[config.mk]
export PLATFORM = sky130hd
export DESIGN_NAME = modbus_rtu_frame_rx
export DESIGN_NICKNAME = d
export VERILOG_FILES = /design/src/rtl/modbus_pkg.sv /design/src/rtl/modbus_crc16.sv /design/src/rtl/modbus_rtu_frame_rx.sv
export SDC_FILE = /design/constraint.sdc
export NUM_CORES = 1
export LEC_CHECK = 0
export ABC_AREA = 1
export CORE_ASPECT_RATIO = 1.5
export CORE_UTILIZATION = 45
export CTS_CLUSTER_SIZE = 14
export DETAILED_ROUTE_END_ITERATION = 7
export GPL_TIMING_DRIVEN = 0
export PLACE_DENSITY = 0.69
export SLEW_MARGIN = 5
export SYNTH_ARGS = -nofsm -noshare
export SYNTH_HDL_FRONTEND = slang
export SYNTH_SLANG_ARGS = --single-unit
[constraint.sdc]
create_clock -name i_clk -period 1.9 [get_ports i_clk]
set_clock_uncertainty 0.05 [all_clocks]
set_input_delay 0.285 -clock i_clk [delete_from_list [all_inputs] [get_ports i_clk]]
set_output_delay 0.285 -clock i_clk [all_outputs]
set_load 0.02 [all_outputs]
[src/rtl/modbus_pkg.sv]
// Shared definitions for the Modbus RTU frame receiver: FSM state encoding
// and the CRC-16/MODBUS and addressing constants.
package modbus_pkg;

  typedef enum logic [2:0] {
    ST_SYNC    = 3'd0,  // waiting for a 3.5-character silence before trusting the line
    ST_READY   = 3'd1,  // idle between frames, next byte starts a frame
    ST_RECV    = 3'd2,  // collecting bytes of a frame
    ST_GAP     = 3'd3,  // 1.5-character silence seen, frame ends unless a byte intrudes
    ST_DISCARD = 3'd4,  // broken frame, swallow bytes until the line goes quiet
    ST_HOLD    = 3'd5   // complete frame held in the buffer for the consumer
  } state_t;

  localparam logic [15:0] CRC_INIT       = 16'hFFFF;
  localparam logic [15:0] CRC_POLY       = 16'hA001;
  localparam logic [7:0]  BROADCAST_ADDR = 8'h00;

endpackage

[src/rtl/modbus_crc16.sv]
// Combinational byte-wise CRC-16/MODBUS update (reflected polynomial).
module modbus_crc16
  import modbus_pkg::*;
(
  input  logic [15:0] crc_in,
  input  logic [7:0]  byte_in,
  output logic [15:0] crc_out
);

  logic [15:0] crc_work;

  // Fold the byte into the register LSB first, eight shift/xor steps in one cycle.
  always_comb begin
    // NOTE: blocking assignments here on purpose: each loop step must see the
    // previous step's value within the same evaluation.
    crc_work = crc_in ^ {8'h00, byte_in};
    for (int i = 0; i < 8; i++) begin
      crc_work = crc_work[0] ? ((crc_work >> 1) ^ CRC_POLY) : (crc_work >> 1);
    end
    crc_out = crc_work;
  end

endmodule

[src/rtl/modbus_rtu_frame_rx.sv]
// Modbus RTU frame receiver: delimits frames by line silence, writes bytes
// into an external frame buffer with zero latency, checks length/CRC/address
// and holds a good frame until the consumer acknowledges it.
module modbus_rtu_frame_rx
  import modbus_pkg::*;
#(
  parameter int T15_CYCLES = 1563,
  parameter int T35_CYCLES = 3646,
  parameter int MAX_LEN    = 256
) (
  input  logic       i_clk,
  input  logic       i_rst_n,
  input  logic       i_rx_valid,
  input  logic [7:0] i_rx_data,
  input  logic       i_rx_err,
  input  logic [7:0] i_slave_addr,
  output logic       o_wr_en,
  output logic [7:0] o_wr_addr,
  output logic [7:0] o_wr_data,
  output logic       o_frame_valid,
  output logic [8:0] o_frame_len,
  output logic       o_crc_ok,
  output logic       o_addr_match,
  input  logic       i_frame_ack,
  output logic       o_frame_err,
  output logic       o_overrun
);

  localparam int               SIL_W   = $clog2(T35_CYCLES + 1);
  localparam logic [SIL_W-1:0] SIL_T15 = SIL_W'(T15_CYCLES);
  localparam logic [SIL_W-1:0] SIL_T35 = SIL_W'(T35_CYCLES);
  localparam logic [8:0]       LEN_MIN = 9'd4;
  localparam logic [8:0]       LEN_MAX = 9'(MAX_LEN);

  state_t           state_q, state_d;
  logic [SIL_W-1:0] silence_q;
  logic [8:0]       len_q;
  logic [15:0]      crc_q, crc_seed, crc_next;
  logic             err_q;
  logic             addr_match_q;
  logic             frame_valid_q;
  logic [8:0]       frame_len_q;
  logic             crc_ok_q;
  logic             frame_err_q;
  logic             overrun_q;

  // FSM decisions, consumed by the datapath register block
  logic start, append, overflow, eval_good, eval_bad, release_buf, set_overrun;
  logic t15_hit, t35_hit, frame_good;

  assign t15_hit    = (silence_q >= SIL_T15);
  assign t35_hit    = (silence_q == SIL_T35);
  assign frame_good = (len_q >= LEN_MIN) && (len_q <= LEN_MAX) && !err_q;

  // The first byte of a frame starts from the init value, later bytes chain.
  assign crc_seed = (state_q == ST_READY) ? CRC_INIT : crc_q;

  modbus_crc16 u_crc (
    .crc_in  (crc_seed),
    .byte_in (i_rx_data),
    .crc_out (crc_next)
  );

  // State register
  always_ff @(posedge i_clk or negedge i_rst_n) begin
    // NOTE: sequential state uses non-blocking assignments so every register
    // samples the pre-edge values, independent of statement order.
    if (!i_rst_n) state_q <= ST_SYNC;
    else          state_q <= state_d;
  end

  // Next-state and control decode; a byte in the same cycle as a silence
  // threshold always takes priority over the threshold action.
  always_comb begin
    // NOTE: every signal gets a default first so no path leaves one
    // unassigned, which would infer a latch.
    state_d     = state_q;
    start       = 1'b0;
    append      = 1'b0;
    overflow    = 1'b0;
    eval_good   = 1'b0;
    eval_bad    = 1'b0;
    release_buf = 1'b0;
    set_overrun = 1'b0;
    case (state_q)
      ST_SYNC: begin
        if (!i_rx_valid && t35_hit) state_d = ST_READY;
      end
      ST_READY: begin
        if (i_rx_valid) begin
          start   = 1'b1;
          state_d = ST_RECV;
        end
      end
      ST_RECV: begin
        if (i_rx_valid) begin
          if (len_q == LEN_MAX) overflow = 1'b1;
          else                  append   = 1'b1;
        end else if (t15_hit) begin
          state_d = ST_GAP;
        end
      end
      ST_GAP: begin
        if (i_rx_valid) begin
          state_d = ST_DISCARD;
        end else if (t35_hit) begin
          if (frame_good) begin
            eval_good = 1'b1;
            state_d   = ST_HOLD;
          end else begin
            eval_bad  = 1'b1;
            state_d   = ST_READY;
          end
        end
      end
      ST_DISCARD: begin
        if (!i_rx_valid && t35_hit) begin
          eval_bad = 1'b1;
          state_d  = ST_READY;
        end
      end
      ST_HOLD: begin
        set_overrun = i_rx_valid;
        if (i_frame_ack) begin
          release_buf = 1'b1;
          state_d     = ST_SYNC;
        end
      end
      default: state_d = ST_SYNC;
    endcase
  end

  // Silence counter; also restarted on release so SYNC needs a fresh 3.5-char gap.
  always_ff @(posedge i_clk or negedge i_rst_n) begin
    if (!i_rst_n)                       silence_q <= '0;
    else if (i_rx_valid || release_buf) silence_q <= '0;
    else if (silence_q != SIL_T35)      silence_q <= silence_q + SIL_W'(1);
  end

  // Frame accumulation (length, CRC, error, address) and held result registers.
  always_ff @(posedge i_clk or negedge i_rst_n) begin
    if (!i_rst_n) begin
      len_q         <= '0;
      crc_q         <= CRC_INIT;
      err_q         <= 1'b0;
      addr_match_q  <= 1'b0;
      frame_valid_q <= 1'b0;
      frame_len_q   <= '0;
      crc_ok_q      <= 1'b0;
      frame_err_q   <= 1'b0;
      overrun_q     <= 1'b0;
    end else begin
      frame_err_q <= eval_bad;
      if (start) begin
        len_q        <= 9'd1;
        crc_q        <= crc_next;
        err_q        <= i_rx_err;
        addr_match_q <= (i_rx_data == i_slave_addr) || (i_rx_data == BROADCAST_ADDR);
      end
      if (append) begin
        len_q <= len_q + 9'd1;
        crc_q <= crc_next;
        if (i_rx_err) err_q <= 1'b1;
      end
      // An overlong frame keeps its length saturated and is marked bad.
      if (overflow) err_q <= 1'b1;
      if (eval_good) begin
        frame_valid_q <= 1'b1;
        frame_len_q   <= len_q;
        crc_ok_q      <= (crc_q == 16'h0000);
      end
      if (release_buf) begin
        frame_valid_q <= 1'b0;
        frame_len_q   <= '0;
        crc_ok_q      <= 1'b0;
      end
      if (set_overrun) overrun_q <= 1'b1;
    end
  end

  // Buffer writes leave in the same cycle as the strobe; idle bus reads zero.
  assign o_wr_en       = start | append;
  assign o_wr_addr     = append ? len_q[7:0] : 8'h00;
  assign o_wr_data     = o_wr_en ? i_rx_data : 8'h00;
  assign o_frame_valid = frame_valid_q;
  assign o_frame_len   = frame_len_q;
  assign o_crc_ok      = crc_ok_q;
  assign o_addr_match  = addr_match_q;
  assign o_frame_err   = frame_err_q;
  assign o_overrun     = overrun_q;

endmodule

# Word level (Yosys, flattened, before mapping)
# Index checks and enable logic that the tools add are counted.
# totals
inputBits	21
reg_bits	55
elab_cells	112
# op_classes
magnitude_cmp	3
n_addsub	2
reduce_logical	15
bitwise	10
n_eq_ne	15
muxes	56
# ops
cell	count
two-way mux 16 bit	11
two-way mux 9 bit	4
two-way mux 1 bit	27
two-way mux 12 bit	2
two-way mux 3 bit	8
inverter 2 -> 3 bit	8
zero test 16 bit	1
two-way mux 8 bit	2
XOR 16 x 8 -> 16 bit	1
one-hot mux 3 bit (5 select lines)	1
adder 12 x 1 -> 12 bit (second input constant)	1
equality test 12 bit (second input constant)	1
>= comparator 12 x 11 -> 1 bit (second input constant)	1
inequality test 12 bit (second input constant)	1
adder 9 x 1 -> 9 bit (second input constant)	1
equality test 9 bit (second input constant)	1
>= comparator 9 x 3 -> 1 bit (second input constant)	1
less-or-equal comparator 9 bit (second input constant)	1
equality test 8 bit	1
zero test 8 bit	1
inequality test 2 bit (second input constant)	4
equality test 3 x 2 -> 1 bit (second input constant)	2
equality test 3 bit (second input constant)	2
AND reduction 6 bit	1
other kinds (11)	17

# Logic depth before layout (Yosys ltp)
# Gate-level depths: netlist (run 1).
# logic_depth
word_depth	21
depth_mapped	16

# Hierarchy
# From an unflattened synthesis (run 1), not the netlist that was laid out.
# hier_totals
cells_unflattened	495
area_unflattened_um2	3704.8
# modules_own_cells
mod	area_each_um2	cells_each	instances
modbus_rtu_frame_rx	3143.0	405	1
modbus_crc16	561.8	90	1

# Worst setup path before layout (run 1)
# No wires, ideal clock.
# synth_path
path_kind	register -> output
from	register state_q[0]
to	output o_wr_data[0]
path_buffers	1
t_arrival_ns	1.619
path_stages_with_launch	7
required_ns	1.565
setup_slack_ns	-0.054
path_cell_list	dfrtp_1 nor3_1 nand3_2 nand2_4 inv_2 buf_4 nor2_1
# synth_between
elab_chain_len	4
elab_cells_between_ends	6
cone_classes	2 x eq/ne; 3 x mux; 1 x bitwise
# synth_lines
element	line_no	source
start, declared	modbus_rtu_frame_rx.sv:35	state_t state_q, state_d;
start signal, assigned	modbus_rtu_frame_rx.sv:69	else state_q <= state_d;
equality test 3 x 1 -> 1 bit / equality test 3 x 2 -> 1 bit (equally long branches)	modbus_rtu_frame_rx.sv:85	case (state_q)
two-way mux 1 bit	modbus_rtu_frame_rx.sv:85	
OR 1 bit *	modbus_rtu_frame_rx.sv:182	assign o_wr_en = start | append;
two-way mux 8 bit *	modbus_rtu_frame_rx.sv:184	assign o_wr_data = o_wr_en ? i_rx_data : 8'h00;
end, declared	modbus_rtu_frame_rx.sv:19	output logic [7:0] o_wr_data,
# Mark *: on every way between the ends. The rest lies on a longest branch, timed or not.

# Worst setup path in the final report (run 1)
# layout_path
from	register len_q[3]
to	output o_wr_addr[2]
# layout_between
elab_chain_len	5
# layout_lines
element	line_no	source
start, declared	modbus_rtu_frame_rx.sv:37	logic [8:0] len_q;
start signal, assigned	modbus_rtu_frame_rx.sv:161	len_q <= len_q + 9'd1;
equality test 9 bit	modbus_rtu_frame_rx.sv:97	if (len_q == LEN_MAX) overflow = 1'b1;
two-way mux 1 bit	modbus_rtu_frame_rx.sv:97	
two-way mux 1 bit	modbus_rtu_frame_rx.sv:96	if (i_rx_valid) begin
two-way mux 1 bit	modbus_rtu_frame_rx.sv:85	
two-way mux 8 bit	modbus_rtu_frame_rx.sv:183	assign o_wr_addr = append ? len_q[7:0] : 8'h00;
end, declared	modbus_rtu_frame_rx.sv:18	output logic [7:0] o_wr_addr,
# No other way between the ends.

==> results.toml, run 1 <==
[yosys]
yosys_warnings = 0
yosysSeqAreaShare = 0.4307
syn_avg_cell_area_sq_um = 7.487
synthesis.area_sq_mm = 0.003242
muxShareOfSynthArea = 0
synth_common_cells = "98 x nand2_1, 57 x inv_1, 47 x nor2_1"
synth.most_common_cell = "nand2_1"
syn_nets = 458
synth.distinct_cells = 36
synthArstFlopShare = 1.000
synth_compound_area_frac = 0.1293
syn_inst = 433
ys.flop_type = "dfrtp_1"
yosys.area_share.simple = 0.2980
ys_ff_latch = 55
yosysTopAreaCell = "dfrtp_1"
synth_area_leaders = "dfrtp_1 30%, dfstp_2 13%, nand2_1 11%, inv_1 6.6%, o21ai_0 6.0%"
synth_top_family_by_area = "simple AND/OR/NAND/NOR gates"
synthAdderAreaFrac = 0.01544
yosysTopAreaCellShare = 0.3010
synth-edff-count = 0
synth_xor_xnor_area_share = 0.03782

[floorplan]
initial_core_util = 0.4700
die_h_microns = 106.0
die_area_sq_mm = 0.007554
core-area_sq_mm = 0.006898
fp.dieW_microns = 71.30
io_pins = 52
fp-row-count = 37

[pwr]
power_leakage_nw = 2.160
p_per_area_mw_per_mm2 = 1305
p_total_mw = 6.065
ir_drop_mv = 0.7997

[cells_and_area]
diodes = 0
drive_above_1_share = 0.3153
instances_no_fill = 614
fin_util = 0.6739
n_fill_cell = 553
area_growth_pct = 43.38
seq_area_sq_mm = 0.001398
multi_input_area_sq_mm = 0.001833
num-nets-final = 560

[global_route]
grt_pass1_vias = 3006
grt_usage = 0.2261
grt_pass1_wl_microns = 13510
grt_antenna_before_repair = 0
grt_max_degree = 34
grt-ovfl-total = 0

[routing]
vias = 3356
wl_per_cell_microns = 14.98
drc = 4
drt_pass1_iterations = 7
vias_per_cell = 5.466
routed_wl_microns = 9198
ant_nets = 0
initialDrtViolationCount = 235

[placed_design]
globalplace.congestion = 0.8714
io_buffers = 51
dp_hpwl_microns = 5934
dp_cells = 563

[sta]
slew_violations = 0
tightestPinTransition_ps = 535.3
max_freq_mhz = 459.6
slew_headroom = 0.6431
fin_ws_ps = -275.6
period_needed_ps = 2176
rsz0062_at_grt = "yes"
period_share = 1.145
setup_violations = 29
hold_viol = 0
holdWs_ps = 370.5

[critical_path]
required_ps = 1560
reg2reg_setup_slack_ps = -50
rr_startpoint = "len_q[3]"
critPathCaptureType = "primary output"
regToRegEndpoint = "o_frame_len[0]"
worstSetupStartpointType = "flip-flop"
reg2regPathDepth = 10
arrival_ps = 1840
worstPathMaxFanout = 6
path_class = "reg2out"

[clocking]
clk_pin_slew_ps = 100
cts_inserted_buffers = 5
cts_tree = "built"
root_buffer = "clkbuf_8"
clock_sinks = 55
cts_buffer_depth = 2
htree_levels = 2
insertion_delay_ps = 310

[worst_hold_path]
hold_path_class = "in2reg"
whs_endpoint = "o_frame_err"
min_path_cells = 2
min_from = "i_rx_valid"

[flow_run]
drv_cap = 0

[run_status]
outcome = "finished with violations"
violations = "DRC, setup timing"
state kept, by name, indices dropped and copies added (netlist names):
name	flops
crc_q	16
err_q	1
len_q	9
o_addr_match	1
o_crc_ok	1
o_frame_err	1
o_frame_len	9
o_frame_valid	1
o_overrun	1
silence_q	12
state_q	3
worst max path at each step:
stage / start / end / slack (ps) / cells after the start
after CTS: len_q[2] / o_wr_data[4] / -380 / 10
after floorplan: state_q[0] / o_wr_data[0] / -50 / 6
after detailed placement: i_rx_valid / o_wr_data[4] / -990 / 9
final: len_q[3] / o_wr_addr[2] / -280 / 9
after global routing: len_q[5] / o_wr_addr[2] / -380 / 9
after global placement: i_rst_n / silence_q[9] / -1100 / 1
cell usage in the layout, fill, tap and decap left out, types with 4 or more instances in the layout:
master / count
nand2_1: 70
inv_1: 52
nor2_1: 40
dfrtp_1: 38
buf_4: 37
o21ai_0: 36
clkdlybuf4s50_1: 32
nand2_2: 31
nand3_1: 26
dfstp_2: 16
buf_6: 15
a21oi_1: 13
buf_2: 11
nand3_2: 10
inv_2: 7
nor3_1: 7
nand4_1: 7
nor4_1: 7
xor2_1: 6
xnor2_1: 6
clkbuf_8: 6
nor2_4: 5
nand2_4: 4
ha_1: 4
kinds of logic after synthesis:
logic type,count (synthesis)
buf+inv,70
xor+xnor,14
compound gates,73
fa+ha+maj,4
simple gates,217
flops,55
power breakdown:
part | switching, mW | internal (mW) | leakage (nW)
Sequential | 0.184 | 1.55 | 0.694
Clock | 0.387 | 0.427 | 0.0612
Combinational | 2.09 | 1.42 | 1.40
Total | 2.66 | 3.41 | 2.16
critical path: stages, from the launching register on:
cell,delay (ps)
dfrtp_1,400
inv_2,70
nand4_1,120
nor3_2,160
nand4_1,200
nand3_4,170
buf_6,150
buf_6,110
nor2_4,30
buf_6,120
stage by stage:
stage                     area (sq um)  setup TNS (ps)  worst slack (ps)
final                             4648           -4327            -275.6
after global routing              4648           -8433            -382.1
after CTS                         4203           -5820            -379.4
after detailed placement          3865          -15890            -991.4
after global placement            3850          -66230             -1098
after floorplan                   3242          -428.7            -53.58
layout make-up:
| type | instances | area share |
|---|---|---|
| buffer | 8 | 0.01938 |
| tap | 78 | 0.02100 |
| clock buffer | 6 | 0.01777 |
| sequential | 55 | 0.3007 |
| inverter | 61 | 0.05249 |
| timing repair buffer | 96 | 0.1868 |
| multi-input combinational | 308 | 0.3943 |
| clock inverter | 2 | 0.007537 |
layer usage:
metal / part of all wire / GRT usage / vias up
met1: 0.37 / 0.2511 / 1582
met3: 0.034 / 0.02180 / 27
met4: 0.040 / 0.1043 / 0
li1: - / - / 1630
met5: 0 / 0 / -
met2: 0.55 / 0.4238 / 117
what timing repair did:
action,in CTS,in global routing
gates resized for setup,104,84
hold buffers,1,0
endpoints found under the hold margin,22,0
setup buffers,22,20
pin swaps,5,32
endpoints found under the setup margin,27,52
cloned,0,3
Note: power is estimated with default switching activity, not from simulation.
==> run 2, diff against run 1 <==
CELL_PAD_IN_SITES_DETAIL_PLACEMENT = 1   (was not set)
CELL_PAD_IN_SITES_GLOBAL_PLACEMENT = 2   (was not set)
CORE_UTILIZATION = 31   (was 45)
PLACE_DENSITY = not set   (was 0.69)
PLACE_DENSITY_LB_ADDON = 0.1   (was not set)
==> results.toml, run 2 (synthesis gave the netlist of run 1 again) <==
[run_status]
outcome = "finished with violations"
violations = "setup timing"

[global_route]
grt_max_degree = 31
grt_pass1_vias = 3614
grt_pass1_wl_microns = 17690
grt_usage = 0.2092
grt-ovfl-total = 0
grt_antenna_before_repair = 0

[floorplan]
fp.dieW_microns = 85.50
die_h_microns = 127.2
initial_core_util = 0.3199
fp-row-count = 45
die_area_sq_mm = 0.01088
io_pins = 52
core-area_sq_mm = 0.01013

[placed_design]
place_ws_ps = -1093
dp_hpwl_microns = 7775
globalplace.congestion = 0.7708
io_buffers = 51

[clocking]
cts_tree = "built"
clk_pin_slew_ps = 70
htree_levels = 2
cts_inserted_buffers = 5
insertion_delay_ps = 290
clock_sinks = 55
root_buffer = "clkbuf_16"
cts_buffer_depth = 2

[critical_path]
crit_end = "o_wr_addr[4]"
arrival_ps = 2000
required_ps = 1560
reg2regPathDepth = 11
worstPathMaxFanout = 10
worstSetupStartpointType = "flip-flop"
rr_startpoint = "len_q[2]"
critPathCaptureType = "primary output"
cp-startpoint = "len_q[2]"
reg2reg_setup_slack_ps = -220
path_class = "reg2out"
regToRegEndpoint = "o_frame_len[2]"

[sta]
tightestPinTransition_ps = 621.0
fin_ws_ps = -433.2
slew_violations = 0
slew_headroom = 0.5860
hold_viol = 0
max_freq_mhz = 428.6
period_needed_ps = 2333
rsz0062_at_grt = "yes"
setup_violations = 36
period_share = 1.228

[cells_and_area]
largest_reg_flops = 16
diodes = 0
n_fill_cell = 1234
area_growth_pct = 50.48
layout_common_cells = "84 x nand2_1, 53 x inv_1, 38 x dfrtp_1, 37 x nor2_1, 33 x buf_4"
drive_above_1_share = 0.3048
layout_commonest_cell = "nand2_1"
regMostFlops = "crc_q"
fin_util = 0.4814
reg_top3 = "crc_q: 16 flops, silence_q: 12 flops"
num-nets-final = 562

[routing]
highest_layer = "met4"
routed_wl_microns = 11050
wl_met2_microns = 6494
drt_pass1_iterations = 4
drc = 0
vias_per_cell = 5.134
initialDrtViolationCount = 130
wl_per_cell_microns = 16.87
met1_length_microns = 3999
ant_nets = 0
wl_met3_microns = 232
vias = 3363

[flow_run]
drv_cap = 0

[pwr]
p_total_mw = 6.718
ir_drop_mv = 0.6972
p_per_area_mw_per_mm2 = 1377
power_leakage_nw = 2.234

[worst_hold_path]
hold_path_class = "reg2reg"
[run 2: cell types whose count changed in the layout (fill, tap and decap cells not counted), moves of 6 or more]
cell and delta:
nand2_1 +14, nand3_1 +6, buf_2 -9, o21ai_2 +8
nand2_2 -13, o21ai_0 -10
[run 2: timing repair]
item                                   in CTS  in global routing
setup buffers                              38                  8
hold buffers                                1                  0
endpoints found under the hold margin      16                  0
gates resized for setup                   167                 36
pin swaps                                  11                  8
setup endpoints to repair                  61                 59
gates cloned                                2                  2
[run 2: cell type report]
type | instances | area [sq um] | share of cell area
Sequential cell | 55 | 1398 | 0.2865
Tap cell | 117 | 146.4 | 0.03001
Inverter | 61 | 236.5 | 0.04847
Buffer | 9 | 110.1 | 0.02257
Timing Repair Buffer | 97 | 982.2 | 0.2013
Clock inverter | 1 | 5.005 | 0.001026
Clock buffer | 7 | 142.6 | 0.02924
Multi-Input combinational cell | 308 | 1858 | 0.3809
[run 2: where the power goes]
| group | internal [mW] | switching (mW) | total, mW | leakage (nW) |
|---|---|---|---|---|
| sequential | 1.56 | 0.198 | 1.75 | 0.694 |
| clock | 0.525 | 0.427 | 0.952 | 0.0739 |
| combinational | 1.74 | 2.27 | 4.01 | 1.47 |
[run 2: how the worst min path moves through the flow]
stage | from | end | slack, ps | depth (start not counted)
2_1_floorplan | i_rst_n | err_q | -60 | 0
3_3_place_gp | o_overrun | o_overrun | 390 | 1
3_5_place_dp | i_rst_n | len_q[3] | 290 | 1
4_1_cts | o_overrun | o_overrun | 420 | 1
5_1_grt | o_overrun | o_overrun | 430 | 1
6_report | o_overrun | o_overrun | 420 | 1
[run 2: critical path: stages, from the launching register on]
cell           delay, ps
dfrtp_1              400
inv_2                 70
nand4_1              140
nor3_2               150
nand4_1              200
nand3_4              190
buf_6                180
nor2_1                60
dlygate4sd2_1        310
[run 2: layer usage]
| layer | track usage | vias to the layer above |
|---|---|---|
| met1 | 0.2142 | 1658 |
| li1 | - | 1629 |
| met3 | 0.02261 | 19 |
| met5 | 0 | - |
| met2 | 0.4122 | 57 |
| met4 | 0.1000 | 0 |
[run 2: metrics by stage]
| step | area, sq um | TNS (ps) | hold WS [ps] | std cells |
|---|---|---|---|---|
| floorplan | 3242 | -428.7 | -60.59 | 433 |
| global placement | 3899 | -84620 | 392.0 | 601 |
| detailed placement | 3914 | -22230 | 289.9 | 602 |
| CTS | 4698 | -8984 | 424.3 | 650 |
| global route | 4878 | -17310 | 434.8 | 655 |
| finish | 4878 | -9357 | 415.2 | 655 |
==> run 3, diff against run 2 <==
CTS_CLUSTER_SIZE = 16   (was 14)
SETUP_SLACK_MARGIN = 0.02   (was not set)
==> results.toml, run 3 (synthesis gave the netlist of run 1 again) <==
[floorplan]
core-area_sq_mm = 0.01013
initial_core_util = 0.3199
die_area_sq_mm = 0.01088
io_pins = 52
fp-row-count = 45
die_h_microns = 127.2
fp.dieW_microns = 85.50

[run_status]
violations = "setup timing"
outcome = "finished with violations"

[sta]
fin_ws_ps = -423.4
holdWs_ps = 414.8
slew_violations = 0
period_share = 1.223
rsz0062_at_grt = "yes"
max_freq_mhz = 430.4
hold_viol = 0
setup_violations = 33
slew_headroom = 0.5825
tightestPinTransition_ps = 626.2
period_needed_ps = 2323

[clocking]
insertion_delay_ps = 290
cts_tree = "built"
clk_pin_slew_ps = 70
root_buffer = "clkbuf_16"
htree_levels = 2
clock_sinks = 55
cts_buffer_depth = 2
cts_inserted_buffers = 5

[routing]
vias = 3348
drt_pass1_iterations = 4
ant_nets = 0
vias_per_cell = 5.111
initialDrtViolationCount = 106
drc = 0
wl_per_cell_microns = 16.78
routed_wl_microns = 10990

[critical_path]
reg2regPathDepth = 11
rr_startpoint = "len_q[2]"
reg2reg_setup_slack_ps = -210
critPathCaptureType = "primary output"
worstSetupStartpointType = "flip-flop"
path_class = "reg2out"
arrival_ps = 1990
worstPathMaxFanout = 10
regToRegEndpoint = "o_frame_len[7]"
required_ps = 1560

[worst_hold_path]
whs_endpoint = "o_overrun"
hold_path_class = "reg2reg"
min_from = "o_overrun"
min_path_cells = 1

[placed_design]
globalplace.congestion = 0.7708
dp_hpwl_microns = 7775
io_buffers = 51

[cells_and_area]
area_growth_pct = 50.37
layout_common_cells = "84 x nand2_1, 52 x inv_1, 38 x dfrtp_1, 37 x nor2_1, 33 x buf_4"
largest_reg_flops = 16
regMostFlops = "crc_q"
drive_above_1_share = 0.3086
fin_util = 0.4810
diodes = 0
reg_top3 = "crc_q: 16 flops, silence_q: 12 flops"
layout_commonest_cell = "nand2_1"
num-nets-final = 562

[global_route]
grt_antenna_before_repair = 0
grt_usage = 0.2093
grt-ovfl-total = 0
grt_pass1_wl_microns = 17710
grt_max_degree = 31
grt_pass1_vias = 3616

[flow_run]
drv_cap = 0

[pwr]
ir_drop_mv = 0.6682
p_per_area_mw_per_mm2 = 1373
power_leakage_nw = 2.233
[run 3: cell type report]
class                   count  area (sq um)
repair buffers             97         982.2
clock buffers               7         142.6
fillers                  1230          5260
inverters                  61         236.5
well taps                 117         146.4
clock inverters             1         5.005
multi-input cells         308          1854
plain buffers               9         110.1
flip-flops and latches     55          1398
[run 3: worst max path at each step]
stage               depth (start not counted)        from  slack, ps            to
global placement                            1     i_rst_n      -1340     o_overrun
detailed placement                          9  i_rx_valid      -1090  o_wr_data[5]
floorplan                                   6  state_q[0]        -50  o_wr_data[0]
CTS                                        11    len_q[3]       -440  o_wr_data[3]
finish                                      8    len_q[2]       -420  o_wr_addr[4]
global route                               11    len_q[2]       -570  o_wr_data[4]
[run 3: metal layers]
layer	track usage	wire length, microns	up-vias
li1	-	-	1630
met1	0.2154	3955	1647
met2	0.4184	6525	57
met3	0.02067	238	14
met4	0.08824	274	0
met5	0	0	-
[run 3: metrics by stage]
stage / setup slack (ps) / cell area, sq um / total power, mW / cells / setup TNS [ps]
2_1_floorplan: -53.58 / 3242 / 3.372 / 433 / -428.7
3_3_place_gp: -1344 / 3899 / 4.184 / 601 / -84620
3_5_place_dp: -1093 / 3914 / 4.251 / 602 / -22230
4_1_cts: -436.3 / 4712 / 6.446 / 650 / -8972
5_1_grt: -571.2 / 4875 / 7.125 / 655 / -16960
6_report: -423.4 / 4875 / 6.691 / 655 / -9056
[run 3: timing repair]
action                                  in CTS  in global routing
hold endpoints to repair                    16                  0
hold buffers                                 1                  0
endpoints found under the setup margin      63                 62
buffers inserted                            38                  8
cloned                                       2                  2
pin swaps                                   11                  7
gates resized for setup                    171                 35
[run 3: where the power goes]
group	switching (mW)	leakage, nW	total (mW)	internal, mW
logic	2.26	1.46	4.00	1.74
clock network	0.423	0.0739	0.948	0.525
registers	0.189	0.694	1.74	1.56
[run 3: worst max-delay path, stage by stage (launching register included)]
cell and delay (ps):
dfrtp_1 400, inv_2 70, nand4_1 140, nor3_2 150, nand4_1 190, nand3_4 190, buf_6 180, nor2_1 50
dlygate4sd2_1 310
